### src/rtl/instr_fetch_unit_pkg.sv
// Shared types and constants for the fetch unit and its next-PC logic.
// Latency: n/a (declarations only).
// Backpressure: n/a.
package instr_fetch_unit_pkg;

  // Fetch sequencing: one instruction in flight at a time.
  typedef enum logic [1:0] {
    RST   = 2'd0,
    FETCH = 2'd1,
    EXEC  = 2'd2
  } state_t;

  localparam logic [31:0] NOP_INSTR        = 32'h0000_0000;
  localparam logic [31:0] DEFAULT_RESET_PC = 32'h0000_0000;

  // Instruction field bit positions.
  localparam int OP_MSB     = 31;
  localparam int OP_LSB     = 26;
  localparam int RS_MSB     = 25;
  localparam int RS_LSB     = 21;
  localparam int RT_MSB     = 20;
  localparam int RT_LSB     = 16;
  localparam int RD_MSB     = 15;
  localparam int RD_LSB     = 11;
  localparam int SHAMT_MSB  = 10;
  localparam int SHAMT_LSB  = 6;
  localparam int FUNC_MSB   = 5;
  localparam int FUNC_LSB   = 0;
  localparam int IMM_MSB    = 15;
  localparam int IMM_LSB    = 0;
  localparam int TARGET_MSB = 25;
  localparam int TARGET_LSB = 0;

endpackage

### src/rtl/instr_fetch_unit_next_pc_logic.sv
// Next-PC selection: jump > taken branch > sequential.
// Latency: purely combinational, zero cycles.
// Backpressure: none; the caller decides when to load the result.
// Ports: pc_plus4/imm16/target/branch/jump/zero in, next_pc out.
module next_pc_logic
  import instr_fetch_unit_pkg::*;
(
  input  logic [31:0] pc_plus4,
  input  logic [15:0] imm16,
  input  logic [25:0] target,
  input  logic        branch,
  input  logic        jump,
  input  logic        zero,
  output logic [31:0] next_pc
);

  logic [31:0] branch_offset;
  logic [31:0] branch_target;
  logic [31:0] jump_target;

  // Word offset sign-extended and scaled to bytes; adds wrap modulo 2^32.
  assign branch_offset = {{14{imm16[15]}}, imm16, 2'b00};
  assign branch_target = pc_plus4 + branch_offset;
  // Jump keeps the 256 MB region of the following instruction.
  assign jump_target   = {pc_plus4[31:28], target, 2'b00};

  always_comb begin
    next_pc = pc_plus4;
    if (jump) begin
      next_pc = jump_target;
    end else if (branch && zero) begin
      next_pc = branch_target;
    end
  end

endmodule

### src/rtl/instr_fetch_unit.sv
// Instruction fetch: owns PC, fetches over req/ack, holds IR and splits fields.
// Latency: 1 RST cycle after reset release, then FETCH (>=1 cycle, until ack) + EXEC (>=1 cycle).
// Backpressure: imem_req held until imem_ack; stall holds EXEC with pc/IR frozen.
// Ports: clk/rst_n; imem_req/imem_addr/imem_ack/imem_rdata memory port;
//        branch/jump/zero/stall from control; instr + fields, pc, pc_plus4, instr_valid out.
module instr_fetch_unit
  import instr_fetch_unit_pkg::*;
#(
  parameter logic [31:0] RESET_PC = DEFAULT_RESET_PC
) (
  input  logic        clk,
  input  logic        rst_n,
  output logic        imem_req,
  output logic [31:0] imem_addr,
  input  logic        imem_ack,
  input  logic [31:0] imem_rdata,
  input  logic        branch,
  input  logic        jump,
  input  logic        zero,
  input  logic        stall,
  output logic [31:0] instr,
  output logic [5:0]  op,
  output logic [4:0]  rs,
  output logic [4:0]  rt,
  output logic [4:0]  rd,
  output logic [4:0]  shamt,
  output logic [5:0]  func,
  output logic [15:0] imm16,
  output logic [25:0] target,
  output logic [31:0] pc,
  output logic [31:0] pc_plus4,
  output logic        instr_valid
);

  state_t      state;
  state_t      state_nxt;
  logic        load_ir;
  logic        load_pc;
  logic [31:0] next_pc;
  logic [31:0] ir;

  // State register; async reset drops imem_req/instr_valid immediately
  // because both are decoded from state alone.
  always_ff @(posedge clk or negedge rst_n) begin
    if (!rst_n) begin
      state <= RST;
    end else begin
      state <= state_nxt;
    end
  end

  always_comb begin
    state_nxt   = state;
    imem_req    = 1'b0;
    instr_valid = 1'b0;
    load_ir     = 1'b0;
    load_pc     = 1'b0;
    case (state)
      RST: begin
        state_nxt = FETCH;
      end
      FETCH: begin
        imem_req = 1'b1;
        if (imem_ack) begin
          load_ir   = 1'b1;
          state_nxt = EXEC;
        end
      end
      EXEC: begin
        instr_valid = 1'b1;
        if (!stall) begin
          load_pc   = 1'b1;
          state_nxt = FETCH;
        end
      end
      default: begin
        state_nxt = RST;
      end
    endcase
  end

  always_ff @(posedge clk or negedge rst_n) begin
    if (!rst_n) begin
      pc <= RESET_PC;
      ir <= NOP_INSTR;
    end else begin
      if (load_pc) begin
        pc <= next_pc;
      end
      if (load_ir) begin
        ir <= imem_rdata;
      end
    end
  end

  assign pc_plus4  = pc + 32'd4;
  assign imem_addr = pc;

  assign instr  = ir;
  assign op     = ir[OP_MSB:OP_LSB];
  assign rs     = ir[RS_MSB:RS_LSB];
  assign rt     = ir[RT_MSB:RT_LSB];
  assign rd     = ir[RD_MSB:RD_LSB];
  assign shamt  = ir[SHAMT_MSB:SHAMT_LSB];
  assign func   = ir[FUNC_MSB:FUNC_LSB];
  assign imm16  = ir[IMM_MSB:IMM_LSB];
  assign target = ir[TARGET_MSB:TARGET_LSB];

  next_pc_logic u_next_pc (
    .pc_plus4 (pc_plus4),
    .imm16    (imm16),
    .target   (target),
    .branch   (branch),
    .jump     (jump),
    .zero     (zero),
    .next_pc  (next_pc)
  );

endmodule

### config.mk
export PLATFORM = sky130hd
export DESIGN_NAME = instr_fetch_unit
export DESIGN_NICKNAME = d
export VERILOG_FILES = /design/src/rtl/instr_fetch_unit_pkg.sv /design/src/rtl/instr_fetch_unit_next_pc_logic.sv /design/src/rtl/instr_fetch_unit.sv
export SDC_FILE = /design/constraint.sdc
export NUM_CORES = 1
export LEC_CHECK = 0
export ABC_CLOCK_PERIOD_IN_PS = 10000
export CORE_MARGIN = 1
export CORE_UTILIZATION = 47
export DETAILED_ROUTE_END_ITERATION = 7
export PLACE_DENSITY = 0.86
export SLEW_MARGIN = 20
export SYNTH_ARGS = -nofsm -noshare
export SYNTH_HDL_FRONTEND = slang
export SYNTH_HIERARCHICAL = 1
export SYNTH_SLANG_ARGS = --single-unit
export TNS_END_PERCENT = 50
### constraint.sdc
create_clock -name clk -period 10 [get_ports clk]
set_input_delay 1 -clock clk [delete_from_list [all_inputs] [get_ports clk]]
set_output_delay 1 -clock clk [all_outputs]
set_load 0.01 [all_outputs]
Word level (Yosys, flattened, before mapping)
Cells that the tools add are included.

storage, ports and cells
  memories kept = 0
  output and inout bits = 204
  memory bits (read-only) = 0
  RAM bits = 0
  register bits after elaboration = 66
  input bits = 39
  latch bits = 0

operators by class
  multiplexer cells = 11
  bitwise gates (word level) = 0
  equal/unequal tests = 4
  shift-type cells = 0
  add/sub/neg operators = 2
  reductions and logical operators = 3
  div/mod/pow operators = 0
  multipliers = 0
  $lt $le $gt $ge = 0

operators with widths
  operator                                                               number
  32-bit two-way mux                                                     2
  32-bit by 3-bit adder with 32-bit output, second input constant        1
  32-bit adder                                                           1
  1-bit two-way mux                                                      6
  2-bit case mux with 3 select lines                                     1
  2-bit two-way mux                                                      2
  2-bit inequality test, second input constant                           2
  2-bit by 1-bit equality test with 1-bit output, second input constant  1
  2-bit equality test, second input constant                             1
  2-bit zero test                                                        1
  2-bit AND reduction                                                    1
  1-bit logical AND                                                      1

Depth between registers and ports, before layout
Gate-level depths: netlist of run 1.

  depth in word-level cells = 4
  gate-level depth with buffers = 16
  mapped depth without buffers = 16

Hierarchy
The synthesis of run 1 kept the hierarchy.

modules (own cells, without submodules)
  module            times used  area each (sq um)  cells each
  instr_fetch_unit  1           3819.9             334
  next_pc_logic     1           2183.3             334

Worst setup path before layout of run 1
No wires, ideal clock.

  path type = reg-to-reg
  from = reg pc[3] (netlist: imem_addr[3])
  to = reg pc[29] (netlist: imem_addr[29])
  cell stages (with the launch flop) = 15
  arrival time = 3.603 ns
  path slack = 6.272 ns
  period minus slack after synthesis = 3.728 ns
  cells stage by stage = dfrtp_1 -> ha_1 -> nand3_1 -> nor4_1 -> nand3_1 -> xnor2_1 -> ha_1 -> a21o_1 -> a21o_1 -> a221o_1 -> a31o_2 -> a41oi_2 -> xor2_1 -> o21ai_1 -> mux2_2

on the way
  cells in the longest elaborated chain, start to end = 4

RTL lines
  element                                   RTL line                              RTL
  start: declaration                        instr_fetch_unit.sv:30                output logic [31:0] pc,
  start signal: assignment                  instr_fetch_unit.sv:88                pc <= next_pc;
  32-bit by 3-bit adder with 32-bit output  instr_fetch_unit.sv:96                assign pc_plus4 = pc + 32'd4;
  named net pc_plus4[18]                    instr_fetch_unit.sv:31                output logic [31:0] pc_plus4,
  32-bit adder                              instr_fetch_unit_next_pc_logic.sv:23  assign branch_target = pc_plus4 + branch_offset;
  32-bit two-way mux                        instr_fetch_unit_next_pc_logic.sv:31  end else if (branch && zero) begin
  32-bit two-way mux                        instr_fetch_unit_next_pc_logic.sv:29  if (jump) begin
  named net next_pc[29]                     instr_fetch_unit.sv:39                logic [31:0] next_pc;

The timed path passes the listed nets, and every way through them passes these cells.
A chain may end at the register's enable or synchronous reset.

Final worst setup path of run 1
  from = reg pc[3] (netlist: imem_addr[3])
  to = reg pc[25] (netlist: imem_addr[25])

on the way
  cells in the longest elaborated chain, start to end = 4

RTL lines
  element                                       RTL line
  32-bit by 3-bit adder with 32-bit output (*)  instr_fetch_unit.sv:96
  32-bit adder                                  instr_fetch_unit_next_pc_logic.sv:23
  32-bit two-way mux (*)                        instr_fetch_unit_next_pc_logic.sv:31
  32-bit two-way mux (*)                        instr_fetch_unit_next_pc_logic.sv:29
  named net next_pc[25]                         instr_fetch_unit.sv:39

Mark *: on every way through the listed nets, which the timed path passes. The rest lies on a longest branch.

==> summary.md, run 1 <==
The effective utilization at floorplan is 0.4916, and the worst hold slack is 0.5327 ns. Yosys printed 6 warnings. After detailed placement, the total cell area comes to 7737 um2.

The fraction of registers with async set/reset was 1.000. At the pin with the least slew margin, the transition time is 1.037 ns. The worst setup path is of the reg2reg kind.

The number of endpoints with negative hold slack in the final report is 0, and the worst clock skew is 0.006584 ns. The post-synthesis net count was 738; the maximum VDD drop was 0.2213 mV. The maximum number of pins on one net before global-route repair is 67, and the total setup buffers inserted after CTS is 0.

The congestion estimate from routability-driven global placement came to 0.9152. The synthesized design contains 66 register bits. The run gives 8041 um2 as the cell area after layout. The number of DRC markers in iteration 0 is 482, and the layout overhead on the synthesized area is 33.95%. The logs give 5104 for the via count of the first global-routing pass and 2 for the maximum clock path buffer count. A synthesized cell averages 8.987 um2. The vias per cell is 5.630.

The tools report the normalized max-slew margin as 0.3072. The run finished with clean final reports. Once detail routing completed, the nets flagged for antenna violations numbered 0. Adding up every negative setup slack in the final design gives 0 ns. After synthesis, the netlist uses 61 different library cells.

The biggest fanout along the worst timing path was 10. The tool flagged a number of max-cap violations equal to 0. The die covers 13230 um2. The CTS root buffer is clkbuf_16. Measured along the y axis, the die boundary spans 115.0 um. Setup repair after global routing left no endpoint under its margin. Yosys mapped a number of flops with a built-in enable equal to 0. The most used flip-flop cell after synthesis is dfrtp_1. The clock-pin slew reported for the worst setup and hold paths after clock tree synthesis was 0.06 ns; the maximum clock frequency was 230.2 MHz. Wires add up to 17910 um. The overall power of the completed layout is 3.360 mW. 243 I/O pins were placed. In this run, CTS created clock tree buffers numbering 9. The overall global routing resource usage was 0.2690.

Setup violations remaining at the end of the flow were counted as 0. TritonCTS built the clock tree. For this run, design rule violations remaining after detail routing come to 0. The first global-routing pass estimated 27280 um of wire. STA classifies the critical path endpoint as a register. The number of instances in the synthesized netlist is 668, and the netlist area before placement is 6003 um2. Clock tree synthesis found a total of 66 sinks.

The core region area is 12210 um2, and the detailed-route via count is 5416. The initial antenna violation count was 0. The worst setup path is launched from a register. The tightest min-delay check is of the reg2reg type.

Before antenna repair, the detailed router went through 6 iterations. The period utilization came out at 0.4344. STA puts the critical path data required time at 10.23 ns. The run gives 859 as the net total in the final layout. The H-tree generated during clock tree synthesis spans 3 levels. Summed over all nets, the half-perimeter wirelength after detailed placement is 13400 um. The analysis attributes to cell leakage a power of 3.322 nW. The routed wirelength normalized by instance count was 18.61 um; the pre-CTS setup slack was 5.721 ns. The smallest clock period supported by the final layout is computed as 4.344 ns.

The count of buffers added on input and output ports is 242. The number of hold buffers added after CTS was 0. The run gives 4.57 ns as the arrival time of the worst setup path. The ratio of cells with drive above 1 in the final layout works out to 0.1360. After floorplanning, the core was divided into 40 placement rows. Post-CTS repair changed the size of 0 cells. The logs give 0.2751 for the share of the yosys chip area belonging to registers and 5.656 ns for the minimum setup slack in the final design. The number of antenna diodes in the final layout is 0.

The latest clock arrival within the worst-skew pair was 0.34 ns; the power density over cell area was 417.8 nW/um2. The logs give 0 for the final max-slew violation count and 0 for the aggregate global routing overflow. The die is 115.0 um wide.
-- stage by stage --
stage	utilization	instances
after floorplan	-	668
after global placement	0.6336	946
after detailed placement	0.6336	946
after CTS	0.6585	962
after global routing	0.6585	962
final	0.6585	962
-- cell usage after synthesis, drive strengths merged, types with 12 or more instances --
cell type | n | area share
xor2 | 22 | 0.032
a21oi | 43 | 0.040
nand2 | 67 | 0.042
clkbuf | 21 | 0.013
ha | 30 | 0.063
dfrtp | 66 | 0.28
o21ai | 45 | 0.039
nand4 | 13 | 0.020
buf | 113 | 0.14
a21o | 12 | 0.015
nor3 | 12 | 0.010
nor2 | 25 | 0.016
xnor2 | 28 | 0.041
mux2 | 64 | 0.12
nor2b | 13 | 0.014
-- worst max-delay path, cell delays in order, from the launching register on --
cell and delay (ns):
dfrtp_1 0.45, ha_1 0.23, nand3_1 0.22, nor4_1 0.68
nand2_1 0.15, xnor2_1 0.38, ha_1 0.45, a21oi_1 0.24
o21ai_0 0.17, a41oi_1 0.29, a21oi_4 0.09, a31oi_1 0.21
xor2_1 0.22, o221ai_1 0.14, mux2_2 0.30
-- power breakdown --
group / internal (mW) / switching, mW / total [mW]
combinational: 1.24 / 1.16 / 2.40
clock: 0.200 / 0.126 / 0.326
sequential: 0.392 / 0.240 / 0.632
-- routing by layer --
| metal | up-vias | GRT usage | part of all wire |
|---|---|---|---|
| li1 | 2510 | - | - |
| met3 | 42 | 0.04270 | 0.073 |
| met2 | 267 | 0.4325 | 0.48 |
| met4 | 0 | 0.1264 | 0.033 |
| met1 | 2597 | 0.3546 | 0.41 |
| met5 | - | 0 | 0 |
-- path summary, 6_finish.rpt --
| path | startpoint | to | slack, ns | cells past startpoint |
|---|---|---|---|---|
| max reg2reg | imem_addr[3]$_DFFE_PN0P_ | imem_addr[25]$_DFFE_PN0P_ | 5.66 | 14 |
| min reg2reg | instr[30]$_DFFE_PN0P_ | instr[30]$_DFFE_PN0P_ | 0.53 | 1 |
| max in group asynchronous | rst_n | instr[8]$_DFFE_PN0P_ | 8.63 | 1 |
| min | instr[30]$_DFFE_PN0P_ | instr[30]$_DFFE_PN0P_ | 0.53 | 1 |
| min in group asynchronous | rst_n | imem_addr[28]$_DFFE_PN0P_ | 0.76 | 1 |
| max | imem_addr[3]$_DFFE_PN0P_ | imem_addr[25]$_DFFE_PN0P_ | 5.66 | 14 |
-- area by class of cell --
type                       instances  area, um2
sequential                        66       1652
timing repair buffer             244       2430
inverter                           8      30.03
fill                             951       4170
multi-input combinational        460       3416
tap                              168      210.2
clock inverter                     6      65.06
clock buffer                      10      239.0
-- kinds of logic (layout without fill, tap and decap cells) --
kind of cell / after synthesis / count (layout) / synth area share
buf+inv: 142 / 268 / 0.1571
compound gates: 134 / 134 / 0.1434
fa+ha+maj: 31 / 31 / 0.06586
simple gates: 174 / 174 / 0.1538
flops: 66 / 66 / 0.2751
mux: 71 / 71 / 0.1317
xor+xnor: 50 / 50 / 0.07295
-- sequential cells by signal, indices dropped and copies added, names as in the netlist --
signal     cells
imem_addr     32
instr         32
state          2
-- layout by cell type, fill, tap and decap left out, drive strengths merged, types with 22 or more instances in the layout --
cell type / Yosys / routed
clkdlybuf4s50: 0 / 240
nor2: 25 / 25
a21oi: 43 / 43
ha: 30 / 30
nand2: 67 / 67
mux2: 64 / 64
o21ai: 45 / 45
xor2: 22 / 22
dfrtp: 66 / 66
xnor2: 28 / 28
Note: power is estimated with default switching activity, not from simulation.
==> run 2, diff against run 1 <==
ABC_CLOCK_PERIOD_IN_PS = 3790   (was 10000)
CORE_UTILIZATION = 40   (was 47)
PLACE_DENSITY = 0.78   (was 0.86)
clock period = 3.79 ns   (was 10 ns; I/O delays follow)
==> run 2 against run 1 <==
  * Worst setup slack worse by 5.5 ns
  * Sequential share of layout area down 0.93 points
  * Power rose to 2.7 times the previous value
  * Clock power rose to 2.7 times the previous value
  * First-iteration DRC count down 20%
  * Count of clock-buffer cells in the layout up 2
  * Sequential power rose to 2.5 times the previous value
  * Critical path type unchanged
==> summary.md, run 2 (synthesized netlist as in run 1, its figures left out) <==
The worst hold slack was 0.1565 ns (-0.3762 ns). The startpoint type of the worst setup path was a register. The run gives 0 (unchanged) as the DRC violations left. The instance area at placement is 7953 um2 (+2.8%), and the number of top-level design ports is 243 (unchanged). The number of buffers added by the clock tree synthesis step is 9 (unchanged), and the overall global routing resource usage is 0.2176 (-0.05136). By instance count, the cell type seen most on the critical path is buf_4. The die footprint was 15500 um2 (+17%).

The worst clock skew was 0.005477 ns (-0.001108 ns). The top cell types in the final layout, fill and taps aside, are clkdlybuf4s50_1, nand2_1, mux2_2, dfrtp_1, o21ai_0. The tools report the effective utilization at floorplan as 0.4115 (-0.08011). The initial antenna violation count was 0 (unchanged). STA classifies the critical path endpoint as a register. The ratio of cells with drive above 1 in the final layout was 0.2024 (+0.06640); the biggest fanout along the worst timing path was 6 (-4).

The sum of routed wire length over all layers was 17250 um (-3.7%); the maximum number of pins on one net before global-route repair was 67 (unchanged). The layout overhead on the synthesized area works out to 40.87%. TritonCTS built the clock tree. The normalized max-slew margin is 0.2874 (-0.01977). Data required time of the worst path: 4.02 ns (-6.21 ns). Walking the worst path, the cells encountered are buf_4 > nand4_1 > buf_4 > nor2_2 > and4_1 > xor2_2 > ha_2 > a21oi_2 > o21bai_1 > a21o_1 > a221oi_2 > a21boi_4 > o21ai_1 > xnor2_1 > o21ai_0 > mux2_2. The maximum clock path buffer count came out at 2 (unchanged). Pin slew with the least headroom to its limit: 1.067 ns (+0.02960 ns). For the number of nets with antenna violations after detailed routing, the log shows 0 (unchanged).

The tools report the clock sink count as 66 (unchanged). The count of antenna diodes in the layout is 0 (unchanged), and the count of standard-cell rows is 44 (+10%). The slowest stage of the critical path belongs to the cell dfrtp_1. The critical path buffer and inverter count is 2 (+2).

Classification of the worst setup path: reg2reg. The run gives 5076 (-0.55%) as the via count of the first global-routing pass. In this design, the largest share of critical-path delay is due to compound AO/OA/AOI/OAI gates. The run gives 0.8731 (-4.6%) as the weighted congestion reported at the end of routability-driven placement. In this run the critical register-to-register path is launched from imem_addr[2]$_DFFE_PN0P_. The critical path starts at imem_addr[2]$_DFFE_PN0P_.

The pre-CTS setup slack is 0.1014 ns (-5.620 ns), and the count of input and output buffers is 242 (unchanged). The flow ran to the end, and the final reports show no timing, DRC or antenna violations. The post-route core utilization was 0.5797 (-0.07883); the latest clock arrival within the worst-skew pair was 0.34 ns (about the same). The global-route wire length before repair was 27120 um (-0.56%). Number of endpoints with negative hold slack in the final report: 0 (unchanged). The detailed-route via count was 5401 (-0.28%).

The CTS root buffer was clkbuf_16. The logs give 3 (unchanged) for the total number of H-tree levels and 3.87 ns (-0.70 ns) for the arrival time of the worst setup path. The number of buffers inserted by hold repair at cts was 0 (unchanged).

Vias per cell: 5.353 (-4.9%). For the aggregate global routing overflow, the log shows 0 (unchanged). Setup repair after global routing could not meet its margin everywhere.

The longest individual stage delay on the worst path was 0.34 ns (-0.34 ns). The number of DRC markers in iteration 0 was 387 (-20%); the y dimension of the die was 124.5 um (+8.3%). The run gives 0 (unchanged) as the max capacitance violation total. The tools report the final max-slew violation count as 0 (unchanged). The count of endpoints failing setup in the final report was 0 (unchanged). Period utilization: 0.9617 (+0.5273). The tools report the maximum VDD drop as 0.4445 mV (+100%). Leaving out fill and tap cells, the most frequent cell in the layout is clkdlybuf4s50_1. The net total in the final layout is 890 (+3.6%). The routed wirelength normalized by instance count works out to 17.10 um (-8.2%). Width of the die: 124.5 um (+8.3%). The maximum clock frequency is 274.4 MHz (+19%).

For the post-DP HPWL, the log shows 12910 um (-3.6%). The minimum clock period after layout was 3.645 ns (-0.6990 ns). The tools report the number of iterations in the first detailed-routing pass as 5 (-1). The minimum setup slack in the final design came out at 0.1453 ns (-5.511 ns).

The logs give 14590 um2 (+19%) for the core region area and 3.487 nW (+5.0%) for the leakage power. The cell area after layout is 8457 um2 (+5.2%). In this run the worst hold path is classified as in2async. The power density over cell area works out to 1084 nW/um2 (+160%).

The clock-pin slew reported for the worst setup and hold paths after clock tree synthesis came out at 0.06 ns (about the same).
run 2: routing by layer:
layer,global-route usage,wire length [um],vias to the layer above
met3,0.03265,943,31
met5,0,0,-
met2,0.3539,8218,211
met1,0.2921,7711,2600
met4,0.07725,378,0
li1,-,-,2559
run 2: power by group:
part / internal, mW / switching, mW / leakage, nW
clock network: 0.544 / 0.324 / 0.145
logic: 3.54 / 3.15 / 2.54
registers: 1.04 / 0.574 / 0.798
total: 5.12 / 4.05 / 3.49
run 2: area by class of cell:
| class | instances | area (um2) |
|---|---|---|
| fillers | 1253 | 6132 |
| multi-input cells | 460 | 3570 |
| clock inverters | 4 | 50.05 |
| clock buffers | 12 | 256.5 |
| repair buffers | 275 | 2663 |
| flip-flops and latches | 66 | 1658 |
| inverters | 8 | 30.03 |
| well taps | 184 | 230.2 |
run 2: metrics by stage:
step	instances	power [mW]	TNS, ns
2_1_floorplan	668	5.683	0
3_3_place_gp	988	7.937	0
3_5_place_dp	988	8.014	0
4_1_cts	1004	8.943	0
5_1_grt	1009	9.764	-0.1274
6_report	1009	9.166	0
run 2: worst register-to-register path: cells and delay by family (launching register included):
kind / cells / cell delay [ns]
AO/OA/AOI/OAI: 7 / 1.19
AND/OR/NAND/NOR: 3 / 0.56
XOR/XNOR: 2 / 0.46
buffers and inverters: 2 / 0.35
flip-flops: 1 / 0.34
adder cells (fa/ha/maj): 1 / 0.34
multiplexers: 1 / 0.30
run 2: path summary, 6_finish.rpt:
path,to,slack [ns],depth (start not counted)
max,imem_addr[24]$_DFFE_PN0P_,0.15,16
min,imem_addr[30]$_DFFE_PN0P_,0.16,1
max reg2reg,imem_addr[24]$_DFFE_PN0P_,0.15,16
min reg2reg,instr[30]$_DFFE_PN0P_,0.53,1
max in group asynchronous,imem_addr[12]$_DFFE_PN0P_,3.00,1
min in group clk,instr[30]$_DFFE_PN0P_,0.53,1
run 2: what timing repair did:
| action | CTS | global route |
|---|---|---|
| endpoints found under the setup margin | 0 | 12 |
| buffers inserted | 0 | 5 |
| resized for setup | 0 | 36 |
